### config.mk
export PLATFORM = sky130hd
export DESIGN_NAME = ld_str_reg_file
export DESIGN_NICKNAME = d
export VERILOG_FILES = /design/src/rtl/ld_str_reg_file.sv
export SDC_FILE = /design/constraint.sdc
export NUM_CORES = 1
export LEC_CHECK = 0
export BUFFER_PORTS_ARGS = -buffer_cell sky130_fd_sc_hd__buf_4
export CORE_MARGIN = 2
export CORE_UTILIZATION = 55
export DETAILED_ROUTE_END_ITERATION = 8
export GPL_TIMING_DRIVEN = 1
export PLACE_DENSITY = 0.72
export SETUP_SLACK_MARGIN = 0.15
export SLEW_MARGIN = 0
export SYNTH_ARGS = -nofsm -noshare
export SYNTH_HDL_FRONTEND = slang
export SYNTH_SLANG_ARGS = --single-unit
### constraint.sdc
create_clock -name clk -period 3 [get_ports clk]
set_input_delay 0.6 -clock clk [delete_from_list [all_inputs] [get_ports clk]]
set_output_delay 0.6 -clock clk [all_outputs]
set_load 0.02 [all_outputs]
### src/rtl/ld_str_reg_file.sv
// ---------------------------------------------------------------------------
// ld_str_reg_file
//
// Multi-entry load/store register file for the 3-stage pipeline. It has one
// write port and two registered read ports. A read in the same cycle as a
// write to that entry sees the new data (write-through bypass). Each entry
// carries a busy bit that marks a pending load for the decode stage.
//
// Ports
//   clk        rising-edge clock
//   clr        asynchronous active-low reset
//   set        synchronous set: every entry becomes all-ones, busy cleared
//   ld_str     write enable
//   wr_addr    write address
//   wr_data    write data
//   rd_addr_a  read port A address
//   rd_addr_b  read port B address
//   rd_data_a  registered read data, port A (value the entry holds after the edge)
//   rd_data_b  registered read data, port B
//   lock_en    mark entry lock_addr busy (pending load)
//   lock_addr  entry to lock
//   busy_a     busy flag of entry rd_addr_a (combinational, no bypass)
//   busy_b     busy flag of entry rd_addr_b (combinational, no bypass)
// ---------------------------------------------------------------------------
module ld_str_reg_file #(
    parameter int              WIDTH     = 8,
    parameter int              DEPTH     = 8,
    parameter int              ADDR_W    = 3,
    parameter logic [WIDTH-1:0] RESET_VAL = '0,
    parameter bit              ZERO_REG  = 1'b0
) (
    input  logic              clk,
    input  logic              clr,
    input  logic              set,
    input  logic              ld_str,
    input  logic [ADDR_W-1:0] wr_addr,
    input  logic [WIDTH-1:0]  wr_data,
    input  logic [ADDR_W-1:0] rd_addr_a,
    input  logic [ADDR_W-1:0] rd_addr_b,
    output logic [WIDTH-1:0]  rd_data_a,
    output logic [WIDTH-1:0]  rd_data_b,
    input  logic              lock_en,
    input  logic [ADDR_W-1:0] lock_addr,
    output logic              busy_a,
    output logic              busy_b
);

    // One extra bit so DEPTH == 2**ADDR_W is representable in the compare.
    localparam logic [ADDR_W:0] DEPTH_W = (ADDR_W+1)'(DEPTH);

    logic              w_wr_ok;
    logic              w_lock_ok;
    logic [WIDTH-1:0]  w_entry [DEPTH];   // stored value of each entry
    logic              w_busy  [DEPTH];   // stored busy bit of each entry
    logic [WIDTH-1:0]  w_after [DEPTH];   // value each entry holds after this edge
    logic [WIDTH-1:0]  w_rd_next_a;
    logic [WIDTH-1:0]  w_rd_next_b;
    logic              w_busy_a;
    logic              w_busy_b;
    logic [WIDTH-1:0]  r_rd_a;
    logic [WIDTH-1:0]  r_rd_b;

    // Out-of-range addresses and the hard-wired zero entry never take writes or locks.
    assign w_wr_ok   = ld_str  && ({1'b0, wr_addr}   < DEPTH_W)
                               && !(ZERO_REG && (wr_addr == '0));
    assign w_lock_ok = lock_en && ({1'b0, lock_addr} < DEPTH_W)
                               && !(ZERO_REG && (lock_addr == '0));

    genvar gi;
    generate
        for (gi = 0; gi < DEPTH; gi++) begin : g_entry
            if (ZERO_REG && (gi == 0)) begin : g_zero
                assign w_entry[gi] = '0;
                assign w_busy[gi]  = 1'b0;
                assign w_after[gi] = '0;
            end else begin : g_reg
                logic w_wr_hit;
                logic w_lock_hit;
                logic [WIDTH-1:0] r_mem;
                logic r_busy;

                assign w_wr_hit   = w_wr_ok   && (wr_addr   == ADDR_W'(gi));
                assign w_lock_hit = w_lock_ok && (lock_addr == ADDR_W'(gi));

                always_ff @(posedge clk or negedge clr) begin
                    if (!clr) begin
                        r_mem  <= RESET_VAL;
                        r_busy <= 1'b0;
                    end else if (set) begin
                        r_mem  <= '1;
                        r_busy <= 1'b0;
                    end else begin
                        if (w_wr_hit) begin
                            r_mem <= wr_data;
                        end
                        // A lock in the same cycle as the write wins: the new
                        // pending load keeps the entry busy.
                        if (w_lock_hit) begin
                            r_busy <= 1'b1;
                        end else if (w_wr_hit) begin
                            r_busy <= 1'b0;
                        end
                    end
                end

                assign w_entry[gi] = r_mem;
                assign w_busy[gi]  = r_busy;
                assign w_after[gi] = set      ? '1      :
                                     w_wr_hit ? wr_data : r_mem;
            end
        end
    endgenerate

    // Read muxes; addresses that match no entry return 0 / not busy.
    always_comb begin
        w_rd_next_a = '0;
        w_rd_next_b = '0;
        w_busy_a    = 1'b0;
        w_busy_b    = 1'b0;
        for (int i = 0; i < DEPTH; i++) begin
            if (rd_addr_a == ADDR_W'(i)) begin
                w_rd_next_a = w_after[i];
                w_busy_a    = w_busy[i];
            end
            if (rd_addr_b == ADDR_W'(i)) begin
                w_rd_next_b = w_after[i];
                w_busy_b    = w_busy[i];
            end
        end
    end

    always_ff @(posedge clk or negedge clr) begin
        if (!clr) begin
            r_rd_a <= '0;
            r_rd_b <= '0;
        end else begin
            r_rd_a <= w_rd_next_a;
            r_rd_b <= w_rd_next_b;
        end
    end

    assign rd_data_a = r_rd_a;
    assign rd_data_b = r_rd_b;
    assign busy_a    = w_busy_a;
    assign busy_b    = w_busy_b;

endmodule

==> results.json, run 1 <==
{
  "drv_cap": 0,
  "insertion_delay_ps": 370,
  "slowest_stage": "o221a_2",
  "route.detailed.drc": 0,
  "path_delay_family": "buffers and inverters",
  "stdcell_count": 679,
  "drt_wl_total_um": 14900,
  "status": "finished, final reports clean",
  "hpwl_um": 9960,
  "layout_min_cycle_time_ps": 2460,
  "port_buffers": 42,
  "synth.distinct_cells": 56,
  "crit_start": "rd_addr_a[0]",
  "synth_area_mm2": 0.00492,
  "die_y_um": 98.6,
  "grt_use_total": 0.310,
  "synth.net_count": 566,
  "use_met1": 0.452,
  "n_antenna_cell": 0,
  "setup_tns_ps": 0,
  "rrSetupSlack_ps": 1670,
  "max_slew_margin": 0.370,
  "die_area_mm2": 0.00972,
  "dp_cells": 664,
  "synth_top_area_frac": 0.447,
  "grtUsageMet2": 0.456,
  "holdCritPathClass": "in2async",
  "yosysTopAreaCell": "dfrtp_1",
  "initialDrtViolationCount": 451,
  "row_count": 34,
  "area_delta_synth_final_pct": 12.0,
  "clkSlewWorstSetupHoldPaths_ps": 90,
  "synthCells": 541,
  "ys_warn_count": 0,
  "nets": 592,
  "io_pins": 43,
  "layout-drive-gt1-share": 0.144,
  "cellPowerDensity_mw_per_mm2": 461,
  "grt_pass1_wl_um": 23600,
  "period_share": 0.819,
  "startpoint_type": "primary input",
  "final-setup-viol-count": 0,
  "synth-seq-cells": 88,
  "ctsLongestPathBuffers": 2,
  "yosys-top-cells-area": "dfrtp_1, mux2i_1, nand2_1, a22oi_1, a21oi_1",
  "rr_startpoint": "g_entry[5].g_reg.r_mem[7]",
  "cts_tree": "done",
  "synth_flop_cell": "dfrtp_1",
  "clockRootBuffer": "clkbuf_8",
  "yosys.cell_count.top_type": "nand2_1",
  "ant_nets": 0,
  "grt_remaining_overflow": 0,
  "yosys-top-cells-count": "nand2_1, dfrtp_1, mux2i_1",
  "critPathMostFrequentCell": "buf_4",
  "end_kind": "output port",
  "finalWeightedCongestion": 0.963,
  "cts_buffers": 9,
  "crit_fanout": 24,
  "leakage_nw": 2.14,
  "synth_area_per_cell_um2": 9.10,
  "grt.met3_usage": 0.0475,
  "cts_sinks": 88,
  "clock_skew_ps": 11.6,
  "core_region_area_mm2": 0.00872,
  "dieWidth_um": 98.6,
  "required_ps": 2400,
  "ir_drop_v": 0.000242,
  "cp.arrival_ps": 1860,
  "fmax_mhz": 407,
  "grt_pass1_vias": 4359,
  "grt_max_degree": 54,
  "crit_chain": "buf_4, clkinv_1, o221a_2, o22ai_1, buf_4",
  "initial_utilization": 0.565,
  "worst_slew_pin_slew_ps": 942,
  "crit_type": "in2out",
  "grt-busiest-layer": "met2",
  "synth_edf_count": 0,
  "wire_per_inst_um": 21.9,
  "ctsResizeCount": 0,
  "postCtsSetupRepairBufs": 0,
  "vias": 4531,
  "slew_violations": 0,
  "cpPeakStageDelay_ps": 320,
  "drt_pre_antenna_iters": 5,
  "routed_via_density": 6.67,
  "yosysSeqAreaShare": 0.447,
  "ctsHoldBuffers": 0,
  "htreeDepth": 3,
  "rsz0062_at_grt": "false",
  "postSynth.asyncResetShare": 1.00,
  "antenna_found_initial": 0,
  "hold_viol_final": 0,
  "path_buf_inv": 3
}
## registers in the layout, summed over array words and instances, names as in the netlist
register,cells
g_entry.g_reg.r_busy,8
g_entry.g_reg.r_mem,64
rd_data_a,8
rd_data_b,8
## per-layer routing
layer,part of all wire,wire [um],vias to the layer above
met1,0.43,6360,2197
met5,0,0,-
met3,0.086,1270,64
li1,-,-,2012
met4,0.044,651,0
met2,0.44,6570,258
## where the power goes
group	internal (mW)	switching [mW]	total [mW]
combinational	0.160	0.295	0.455
sequential	1.23	0.0203	1.25
clock	0.385	0.449	0.834
## path summary, 6_finish.rpt
kind,end,cells after the start
setup / recovery,busy_a,5
hold / removal,g_entry[6].g_reg.r_mem[0],1
setup reg to reg,rd_data_b[7],4
hold reg to reg,g_entry[6].g_reg.r_mem[3],2
max in group asynchronous,rd_data_b[4],2
min in group clk,g_entry[7].g_reg.r_busy,3
## worst register-to-register path, cell delays in order (launching register included)
cell      delay, ps
dfrtp_1         370
mux2i_1         250
mux2i_1         130
a211oi_1        320
o21ai_1         140
## kinds of logic after synthesis
logic type / count (synthesis) / synth area share
AND/OR/NAND/NOR: 221 / 0.213
AO/OA/AOI/OAI: 123 / 0.176
flip-flops: 88 / 0.447
multiplexers: 55 / 0.112
buffers and inverters: 52 / 0.0483
XOR/XNOR: 2 / 0.00356
## final cells by class
cell class              count  area [um2]
fillers                   741        3210
multi-input cells         401        2480
flip-flops and latches     88        2200
repair buffers             59         468
well taps                 108         135
clock buffers               9         124
clock inverters             6        70.1
inverters                   8        30.0
## metrics by stage
stage | area, um2 | worst slack [ps] | utilization | total power [mW] | hold slack (ps)
floorplan | 4920 | 528 | - | 1.54 | 304
global placement | 5320 | 499 | 0.610 | 1.71 | 502
detailed placement | 5320 | 473 | 0.610 | 1.72 | 508
CTS | 5510 | 568 | 0.632 | 2.53 | 220
global route | 5510 | 430 | 0.632 | 2.64 | 231
finish | 5510 | 543 | 0.632 | 2.54 | 199
## placed cells by master (no fill, tap or decap), types with 7 or more instances in the layout
master	n
nand2_1	113
dfrtp_1	88
buf_4	57
mux2i_1	55
nor2_1	29
a21oi_1	27
a22oi_1	23
nand3_1	22
a31oi_1	12
nor3_1	12
clkbuf_8	9
o22ai_1	8
inv_1	7
nor2b_1	7
o2111ai_1	7
(Power assumes the default switching activity.)
==> run 2, diff against run 1 <==
- CORE_UTILIZATION: 55 -> 54
- PLACE_DENSITY: 0.72 -> 0.74
- clock period: 3 -> 2.2 ns (I/O delays scaled with it)
==> run 2 against run 1 <==
  * Clock power up 27%
  * Global-route usage fell by 0.76 points
  * Highest routed layer unchanged
  * Die area increased by 1.8%
  * Sequential power grew 37%
==> results.json, run 2 (same netlist as run 1, synthesis figures left out) <==
{
  "final_core_util": 0.641,
  "wire_per_inst_um": 20.9,
  "worst_slew_pin_slew_ps": 785,
  "clockRootBuffer": "clkbuf_8",
  "seqCellArea_mm2": 0.00220,
  "swShare": 0.315,
  "holdCritPathClass": "in2async",
  "drt_wl_total_um": 14500,
  "setup_tns_ps": 0,
  "seqPwrFrac": 0.501,
  "grt_max_degree": 43,
  "ir_drop_v": 0.000319,
  "place_ws_ps": 84.2,
  "initial_utilization": 0.562,
  "htreeDepth": 3,
  "die_y_um": 99.5,
  "core_region_area_mm2": 0.00876,
  "initialDrtViolationCount": 472,
  "power_frac_clock": 0.312,
  "io_pins": 43,
  "vias": 4521,
  "p_sw_mw": 1.07,
  "cts_buffers": 9,
  "setup_ws_ps": 182,
  "internal_power_mw": 2.33,
  "multi_input_area_mm2": 0.00250,
  "end_kind": "output port",
  "startpoint_type": "flop",
  "row_count": 34,
  "stdcell_count": 692,
  "crit_type": "reg2out",
  "fmax_mhz": 496,
  "insertion_delay_ps": 370,
  "period_share": 0.917,
  "port_buffers": 42,
  "drv_cap": 0,
  "finalWeightedCongestion": 0.938,
  "antenna_found_initial": 0,
  "drt_pre_antenna_iters": 5,
  "grt_pass1_vias": 4203,
  "clkSlewWorstSetupHoldPaths_ps": 100,
  "route.detailed.drc": 0,
  "dp_cells": 675,
  "cp.arrival_ps": 1580,
  "dieWidth_um": 99.5,
  "grt_pass1_wl_um": 23100,
  "grt_remaining_overflow": 0,
  "crit_fanout": 3,
  "fillerInstances": 760,
  "hold_viol_final": 0,
  "final-setup-viol-count": 0,
  "required_ps": 1760,
  "max_slew_margin": 0.477,
  "combPwrFrac": 0.187,
  "routed_via_density": 6.53,
  "layout_min_cycle_time_ps": 2020,
  "layout_commonest_cell": "nand2_1",
  "status": "finished, final reports clean",
  "hpwl_um": 10300,
  "ctsLongestPathBuffers": 2,
  "cellPowerDensity_mw_per_mm2": 606,
  "r2r_cells": 4,
  "rsz0062_at_grt": "true",
  "grt_use_total": 0.302,
  "mostFrequentLayoutCells": "nand2_1, dfrtp_1, buf_4",
  "n_antenna_cell": 0,
  "leakage_nw": 2.21,
  "cts_sinks": 88,
  "layout-drive-gt1-share": 0.166,
  "ant_nets": 0,
  "cts_tree": "done",
  "area_delta_synth_final_pct": 14.2,
  "slew_violations": 0,
  "die_area_mm2": 0.00990,
  "largest_register_ff_count": 64,
  "regMostFlops": "g_entry.g_reg.r_mem",
  "nets": 604,
  "clock_skew_ps": 17.7
}
-- run 2: changes by cell type in the layout (fill, tap and decap cells not counted), sizes merged --
| cell | before | now |
|---|---|---|
| clkinv | 2 | 3 |
| bufinv | 1 | 0 |
| clkinvlp | 3 | 2 |
| inv | 8 | 10 |
| buf | 59 | 71 |
-- run 2: path summary, 6_finish.rpt --
kind                                           start                        end  slack, ps
setup reg to reg           g_entry[4].g_reg.r_mem[0]               rd_data_b[0]        890
max in group asynchronous                        clr               rd_data_b[3]       1410
setup / recovery             g_entry[4].g_reg.r_busy                     busy_b        180
hold / removal                                   clr  g_entry[2].g_reg.r_mem[6]         60
hold reg to reg            g_entry[6].g_reg.r_mem[3]  g_entry[6].g_reg.r_mem[3]        520
min in group clk                        lock_addr[2]    g_entry[4].g_reg.r_busy        360
-- run 2: area by class of cell --
class / instances / area share
timing repair buffer: 71 / 0.103
multi-input combinational: 401 / 0.444
clock inverter: 7 / 0.00980
inverter: 8 / 0.00534
tap: 108 / 0.0240
sequential: 88 / 0.392
clock buffer: 9 / 0.0220
-- run 2: per-stage QoR --
step                      power [mW]  hold slack (ps)  cell area, um2
final                           3.41             60.1            5620
after floorplan                 2.10              144            4940
after global routing            3.54             97.7            5620
after detailed placement        2.36              472            5430
after CTS                       3.40             71.6            5610
after global placement          2.35              470            5430
-- run 2: worst max-delay path: stages (launching register included) --
cell,delay (ps)
dfrtp_1,400
mux2i_1,90
nor2_1,90
a31oi_1,50
o221a_2,290
o22ai_2,160
buf_6,150
-- run 2: power by group through the flow --
| stage | clock, mW | sequential (mW) | combinational, mW |
|---|---|---|---|
| 2_1_floorplan | 0 | 1.77 | 0.330 |
| 3_3_place_gp | 0 | 1.74 | 0.613 |
| 3_5_place_dp | 0 | 1.74 | 0.621 |
| 4_1_cts | 1.07 | 1.71 | 0.623 |
| 5_1_grt | 1.14 | 1.71 | 0.682 |
| 6_report | 1.06 | 1.71 | 0.636 |
-- run 2: per-layer routing --
metal / track usage / vias to the layer above / routed length (um)
met3: 0.0569 / 25 / 1320
met2: 0.469 / 252 / 6510
li1: - / 2033 / -
met5: 0 / - / 0
met1: 0.444 / 2211 / 6400
met4: 0.0695 / 0 / 236
-- run 2: timing repair --
item                                    in CTS  in global routing
hold buffers                                 0                  0
gates resized for setup                      0                  2
buffers inserted                             1                  0
endpoints found under the setup margin       1                  2
pin swaps                                    0                  2
endpoints found under the hold margin        0                  0
